**src/rtl/muldiv_unit.sv**
```systemverilog
// Iterative RV32M multiply/divide unit: shift-add multiply and restoring
// divide on operand magnitudes, with a final pass that applies the signs.
module muldiv_unit #(
  parameter int XLEN  = 32,
  parameter int CNT_W = 6
) (
  input  logic            clk,
  input  logic            rst,
  input  logic            start,
  input  logic [2:0]      funct3,
  input  logic [XLEN-1:0] operand_a,
  input  logic [XLEN-1:0] operand_b,
  input  logic [4:0]      Rd_in,
  input  logic            kill,
  output logic            busy,
  output logic            done,
  output logic [XLEN-1:0] result,
  output logic [4:0]      Rd_out,
  output logic            Reg_write
);

  typedef enum logic [1:0] {IDLE, CALC, FIX, DONE} state_t;

  state_t            state, state_nxt;
  logic [CNT_W-1:0]  count;
  logic [2:0]        op_q;
  logic [4:0]        rd_q;
  logic [XLEN-1:0]   hi_q;       // product high half / partial remainder
  logic [XLEN-1:0]   lo_q;       // multiplier bits / dividend-then-quotient
  logic [XLEN-1:0]   opnd_q;     // multiplicand / divisor magnitude
  logic              neg_q;      // negate product or quotient in FIX
  logic              rem_neg_q;  // negate remainder in FIX

  logic              accept, is_div, a_signed, b_signed, a_neg, b_neg;
  logic              div_zero, div_ovf, special;
  logic [XLEN-1:0]   mag_a, mag_b, special_res;

  // Decode the request presented in IDLE: signedness, magnitudes, special cases.
  always_comb begin
    // NOTE: every variable gets a default before any branch, so no latch is inferred.
    special_res = '1;
    is_div   = funct3[2];
    a_signed = is_div ? ~funct3[0] : (funct3 == 3'b001 || funct3 == 3'b010);
    b_signed = is_div ? ~funct3[0] : (funct3 == 3'b001);
    a_neg    = a_signed & operand_a[XLEN-1];
    b_neg    = b_signed & operand_b[XLEN-1];
    mag_a    = a_neg ? -operand_a : operand_a;
    mag_b    = b_neg ? -operand_b : operand_b;
    div_zero = is_div && (operand_b == '0);
    div_ovf  = is_div && !funct3[0] && (operand_a == {1'b1, {(XLEN-1){1'b0}}})
               && (operand_b == '1);
    special  = div_zero | div_ovf;
    if (div_zero)
      special_res = funct3[1] ? operand_a : '1;
    else
      special_res = funct3[1] ? '0 : operand_a;  // overflow: quotient equals the dividend
    accept   = (state == IDLE) && start && !kill;
  end

  logic [XLEN-1:0]   addend, div_diff, quo_signed, rem_signed, fix_res;
  logic [XLEN:0]     mul_sum, div_trial;
  logic              div_ge;
  logic [2*XLEN-1:0] prod, prod_signed;

  // One iteration of each algorithm, plus the sign fix-up and result select.
  always_comb begin
    addend      = lo_q[0] ? opnd_q : '0;
    mul_sum     = {1'b0, hi_q} + {1'b0, addend};
    div_trial   = {hi_q, lo_q[XLEN-1]};
    div_ge      = div_trial >= {1'b0, opnd_q};
    div_diff    = div_trial[XLEN-1:0] - opnd_q;  // exact whenever div_ge holds
    prod        = {hi_q, lo_q};
    prod_signed = neg_q ? -prod : prod;
    quo_signed  = neg_q ? -lo_q : lo_q;
    rem_signed  = rem_neg_q ? -hi_q : hi_q;
    case (op_q)
      3'b000:                 fix_res = prod_signed[XLEN-1:0];
      3'b001, 3'b010, 3'b011: fix_res = prod_signed[2*XLEN-1:XLEN];
      3'b100, 3'b101:         fix_res = quo_signed;
      default:                fix_res = rem_signed;
    endcase
  end

  // State register.
  always_ff @(posedge clk or posedge rst) begin
    // NOTE: non-blocking assignments so every register samples pre-edge values.
    if (rst) state <= IDLE;
    else     state <= state_nxt;
  end

  // Next-state logic: special cases bypass CALC/FIX, kill aborts any busy state but DONE.
  always_comb begin
    state_nxt = state;
    case (state)
      IDLE: if (accept) state_nxt = special ? DONE : CALC;
      CALC: begin
        if (kill)                               state_nxt = IDLE;
        else if (count == CNT_W'(XLEN - 1))     state_nxt = FIX;
      end
      FIX:     state_nxt = kill ? IDLE : DONE;
      DONE:    state_nxt = IDLE;
      default: state_nxt = IDLE;
    endcase
  end

  // Datapath: latch operands at start, iterate in CALC, commit the result in FIX.
  always_ff @(posedge clk or posedge rst) begin
    if (rst) begin
      count     <= '0;
      op_q      <= '0;
      rd_q      <= '0;
      hi_q      <= '0;
      lo_q      <= '0;
      opnd_q    <= '0;
      neg_q     <= 1'b0;
      rem_neg_q <= 1'b0;
      result    <= '0;
      Rd_out    <= '0;
    end else begin
      case (state)
        IDLE: if (accept) begin
          op_q      <= funct3;
          rd_q      <= Rd_in;
          count     <= '0;
          neg_q     <= a_neg ^ b_neg;
          rem_neg_q <= a_neg;
          hi_q      <= '0;
          lo_q      <= is_div ? mag_a : mag_b;
          opnd_q    <= is_div ? mag_b : mag_a;
          if (special) begin
            result <= special_res;
            Rd_out <= Rd_in;
          end
        end
        CALC: begin
          count <= count + 1'b1;
          if (op_q[2]) begin
            hi_q <= div_ge ? div_diff : div_trial[XLEN-1:0];
            lo_q <= {lo_q[XLEN-2:0], div_ge};
          end else begin
            hi_q <= mul_sum[XLEN:1];
            lo_q <= {mul_sum[0], lo_q[XLEN-1:1]};
          end
        end
        FIX: if (!kill) begin
          result <= fix_res;
          Rd_out <= rd_q;
        end
        default: ;
      endcase
    end
  end

  assign busy      = (state != IDLE);
  assign done      = (state == DONE);
  assign Reg_write = done && (Rd_out != '0);

endmodule

```
**config.mk**
```make
export PLATFORM = sky130hd
export DESIGN_NAME = muldiv_unit
export DESIGN_NICKNAME = d
export VERILOG_FILES = /design/src/rtl/muldiv_unit.sv
export SDC_FILE = /design/constraint.sdc
export NUM_CORES = 1
export LEC_CHECK = 0
export ABC_CLOCK_PERIOD_IN_PS = 12300
export CAP_MARGIN = 20
export CORE_MARGIN = 4
export CORE_UTILIZATION = 55
export DETAILED_ROUTE_END_ITERATION = 10
export PLACE_DENSITY = 0.76
export SLEW_MARGIN = 20
export SYNTH_ARGS = -nofsm -noshare
export SYNTH_HDL_FRONTEND = slang
export SYNTH_SLANG_ARGS = --single-unit
export TNS_END_PERCENT = 10
```
**constraint.sdc**
```tcl
create_clock -name clk -period 12.3 [get_ports clk]
set_input_delay 2.46 -clock clk [delete_from_list [all_inputs] [get_ports clk]]
set_output_delay 2.46 -clock clk [all_outputs]
set_load 0.02 [all_outputs]
```
Word-level counts from Yosys, hierarchy flattened
Index checks and enable logic that the tools add are counted.
Word-level totals
  register bits after elaboration: 151
  memories: 0
  logic and storage cells: 102
  latch bits: 0
  bits of input ports: 76
  bits in read-only memories: 0
  bits in writable memories: 0
  output and inout bits: 40
Operators by class
  multiply operators: 0
  divide/modulo/power cells: 0
  magnitude comparators: 1
  bitwise operators: 5
  add/sub/neg operators: 8
  reductions and logical operators: 23
  shift operators: 0
  equality and inequality tests: 17
  mux-type cells: 37
Operators with widths (count)
  $mux 32: 18
  $pmux 32 s2: 3
  $neg 32->32: 4
  $pmux 32 s3: 1
  $eq 32x32->1 const B: 2
  $mux 64: 1
  $neg 64->64: 1
  $add 32x32->33: 1
  $ge 33x32->1: 1
  $logic_not 32->1: 1
  $sub 32x32->32: 1
  $mux 5: 3
  $pmux 6 s2: 1
  $mux 2: 5
  $pmux 5 s2: 1
  $eq 3x2->1 const B: 3
  $pmux 2 s4: 1
  $logic_and 1x1->1: 7
  $add 6x1->6 const B: 1
  $eq 3x1->1 const B: 2
  $eq 3x3->1 const B: 2
  $eq 6x5->1 const B: 1
  $mux 6: 1
  $ne 2x2->1 const B: 3
  18 further kinds: 26

Logic depth before layout (Yosys ltp)
  word-level depth: 8
  mapped depth: 15
  gate-level depth less buffers: 13

Worst setup path before layout
OpenSTA, ideal clock, no wires.
  path kind: input -> register
  start: input port operand_a[10]
  end: register result[27]
  cell stages on the path: 10
  buffers on the path: 3
  slack: 7219 ps
  library setup time: 126 ps
  required time: 12174 ps
  data arrival time: 4955 ps
  cell sequence: or4_4 -> or4_1 -> clkbuf_2 -> nor3_1 -> a31o_1 -> a21oi_1 -> or3_1 -> buf_6 -> buf_6 -> a221o_1
Between the ends
  longest elaborated chain between the ends: 6
Ends and longest elaborated chain
  start, declared: RTL line 11  | input logic [XLEN-1:0] operand_a,
  $eq 32x32->1: RTL line 50  | div_ovf = is_div && !funct3[0] && (operand_a == {1'b1, {(XLEN-1){1'b0}}})
  $logic_and 1x1->1: RTL line 50
  $logic_and 1x1->1: RTL line 51  | && (operand_b == '1);
  $or 1x1->1: RTL line 52  | special = div_zero | div_ovf;
  $ne 2x2->1 (no line)
  $reduce_and 4->1 (no line)
  end signal, assigned: RTL line 131  | result <= special_res;
  end signal, assigned: RTL line 146  | result <= fix_res;
  end, declared: RTL line 17  | output logic [XLEN-1:0] result,
No other way between the ends.
A chain may end at the register's enable or synchronous reset.

Worst setup path in the final report
  start: input port operand_b[7]
  end: register result[30]
Between the ends
  longest elaborated chain between the ends: 6
  elaborated cells between the ends (all ways): 11
  classes of those cells: eq/ne (2); mux (4); bitwise (1); reduce/logical (4)
Ends and longest elaborated chain
  start, declared: RTL line 12  | input logic [XLEN-1:0] operand_b,
  $logic_not 32->1: RTL line 49  | div_zero = is_div && (operand_b == '0);
  $logic_and 1x1->1: RTL line 49
  $mux 32: RTL line 53  | if (div_zero)
  $mux 32: RTL line 130  | if (special) begin
  $mux 32: RTL line 121  | IDLE: if (accept) begin
  $pmux 32 s2: RTL line 120  | case (state)
Several ways; a longest one is shown, not always the timed one. The select of a mux whose other input is x is not followed.

==> metrics.csv <==
metric,value,unit
status,"finished, final reports clean",
syn_inst,2059,
clockBufferDepth,2,
htree_num_levels,4,
avgSynthCellArea,7.50,um^2
p_per_area,193,mW/mm^2
async_flop_share,100,%
cts_buffers,17,
skew,0.0134,ns
yosysTopAreaCellShare,24.5,%
hold_path_depth,2,
critPathCaptureType,flip-flop,
clkLatencyLatePin,0.45,ns
cts_resized,0,
antenna_found_initial,0,
tns,0,ns
worstPathRequired,12.66,ns
drt-initial-drc-count,2283,
cts_tree,yes,
vias_per_cell,6.67,
min_period_over_period,51.7,%
hp-class,flip-flop to flip-flop,
num_antenna_cells,0,
synth.ff_latch_count,151,
first_pass_iters,8,
syn_to_final_growth,11.9,%
die_y,176,um
rsz0062_at_grt,false,
seq_area_frac_synth,24.5,%
vias,16400,
p_leak,6.93,nW
cp_max_fo,38,
setup_viol,0,
maxSlewHeadroom,26.5,%
irDropWorstVdd,0.120,mV
fp.dieW,176,um
fin_nets,2211,
max_freq,157,MHz
ys_types,79,
grt_pass1_vias,15100,
post_drt_wl_per_cell,23.6,um
crit_arrival,6.73,ns
dp_hpwl,44100,um
worstMarginPinSlew,1.10,ns
cts_setup_buffers,0,
syn-cell-area,0.0154,mm^2
grt_pass1_wl,87900,um
rows,61,
syn-num-nets,2207,
drc_errors,0,
yosysTopAreaCell,dfrtp_1,
routed_wl,58000,um
io_buffers,115,
layout-drive-gt1-share,4.67,%
grt_max_degree,115,
core-area,0.0277,mm^2
synth_most_common_cell,nand2_1,
yosys_warnings,0,
drv_cap,0,
cts.clk_slew.worst_paths,0.07,ns
reg2regPathDepth,12,
ys_top_cells_by_area,"dfrtp_1, o21ai_0, a21oi_1",
initial_core_util,55.7,%
synth-edff-count,0,
dieArea,0.0308,mm^2
cts_hold_buf,0,
grt_use_total,36.3,%
synth_ff_type,dfrtp_1,
io_pins,116,
grt_overflow_total,0,
finalMaxSlewViolations,0,
root_buffer,clkbuf_16,
cts.sinks,151,
path_class,primary input to flip-flop,
finalHoldViolations,0,
place.gp.congestion,1.04,
start_kind,primary input,
layout_min_cycle_time,6.36,ns
ant_nets,0,
power,0.00333,W
netlist_top_cells_count,"nand2_1, nor2_1, o21ai_0",
-- worst paths after layout --
path | from | end | slack [ns]
min in group asynchronous | rst | count[1] | 2.57
hold / removal | rd_q[4] | rd_q[4] | 0.48
max in group asynchronous | rst | op_q[2] | 8.40
setup reg to reg | lo_q[0] | hi_q[30] | 7.53
hold reg to reg | rd_q[4] | rd_q[4] | 0.48
setup / recovery | operand_b[7] | result[30] | 5.94
-- flip-flops by register name, summed over array words and instances, names as in the netlist --
register / count
lo_q: 32
op_q: 3
hi_q: 32
opnd_q: 32
count: 6
neg_q: 1
result: 32
state: 2
rem_neg_q: 1
rd_q: 5
Rd_out: 5
-- worst max-delay path: stages --
cell             delay [ns]
clkdlybuf4s50_1        0.50
or4_1                  0.60
or4_1                  0.48
nor4b_2                0.37
buf_4                  0.44
a31o_1                 0.20
a21oi_1                0.13
or3_1                  0.65
buf_4                  0.36
nor4_1                 0.35
a21oi_1                0.06
o21ai_0                0.08
-- layer usage --
metal	vias up	GRT usage [%]	wire (um)
li1	7515	-	-
met1	7729	48.9	23700
met5	-	0	0
met2	967	55.5	25300
met3	151	8.98	6090
met4	0	16.3	2980
-- cells by family (layout without fill, tap and decap cells) --
| family | Yosys count | in the layout | synth area share, % |
|---|---|---|---|
| adders and majority gates | 98 | 98 | 7.62 |
| buffers and inverters | 226 | 242 | 5.81 |
| and+or+nand+nor | 643 | 643 | 19.7 |
| xor gates and xnor gates | 168 | 168 | 9.53 |
| DFF | 151 | 151 | 24.5 |
| AOI/OAI and AO/OA | 715 | 715 | 29.0 |
| muxes | 58 | 58 | 3.79 |
-- power by group --
group	leakage (nW)	internal, W	switching [W]
clock	0.293	0.000313	0.000244
sequential	1.93	0.000601	0.000227
combinational	4.70	0.000759	0.00119
total	6.93	0.00167	0.00166
-- metrics by stage --
step	instances	setup WS, ns	util (%)	hold slack [ns]	area, um^2
finish	2453	5.94	62.3	0.481	17300
CTS	2453	5.91	62.3	0.484	17300
global placement	2422	5.65	60.1	0.457	16700
floorplan	2059	5.78	-	0.446	15400
detailed placement	2422	5.44	60.1	0.466	16700
global route	2453	5.72	62.3	0.494	17300
-- cell usage in the layout, fill, tap and decap left out, types with 9 or more instances in the layout --
cell type / netlist / layout
or4_1: 14 / 14
nand2b_1: 19 / 19
a221o_1: 12 / 12
nor2_1: 197 / 196
or2_2: 11 / 11
nor3_1: 41 / 40
o21ai_0: 196 / 196
nor4_1: 19 / 19
clkdlybuf4s50_1: 0 / 114
a31oi_1: 29 / 29
o22ai_1: 21 / 21
o221ai_1: 12 / 12
o211ai_1: 24 / 24
ha_1: 70 / 70
a21o_1: 33 / 33
a211oi_1: 49 / 49
a21oi_1: 188 / 188
dfrtp_1: 151 / 150
nor2b_1: 12 / 10
a22oi_1: 20 / 20
and2_1: 8 / 9
nand4_1: 19 / 19
xnor2_1: 93 / 93
o21bai_1: 13 / 13
mux2i_1: 54 / 54
inv_1: 71 / 70
o31ai_1: 33 / 33
nand3_1: 26 / 26
nand2_1: 208 / 208
xor2_1: 75 / 75
buf_4: 1 / 26
clkbuf_16: 0 / 17
o21a_1: 10 / 10
o41ai_1: 18 / 18
or3_1: 33 / 33
maj3_1: 26 / 26
-- area by class of cell --
class                      count  area (um^2)
fill                        2558        10400
timing repair buffer         140         1340
tap                          378          473
inverter                      71          272
sequential                   151         3780
clock inverter                12          144
clock buffer                  19          453
multi-input combinational   1682        10800
Power figures use the tool's default switching activity.
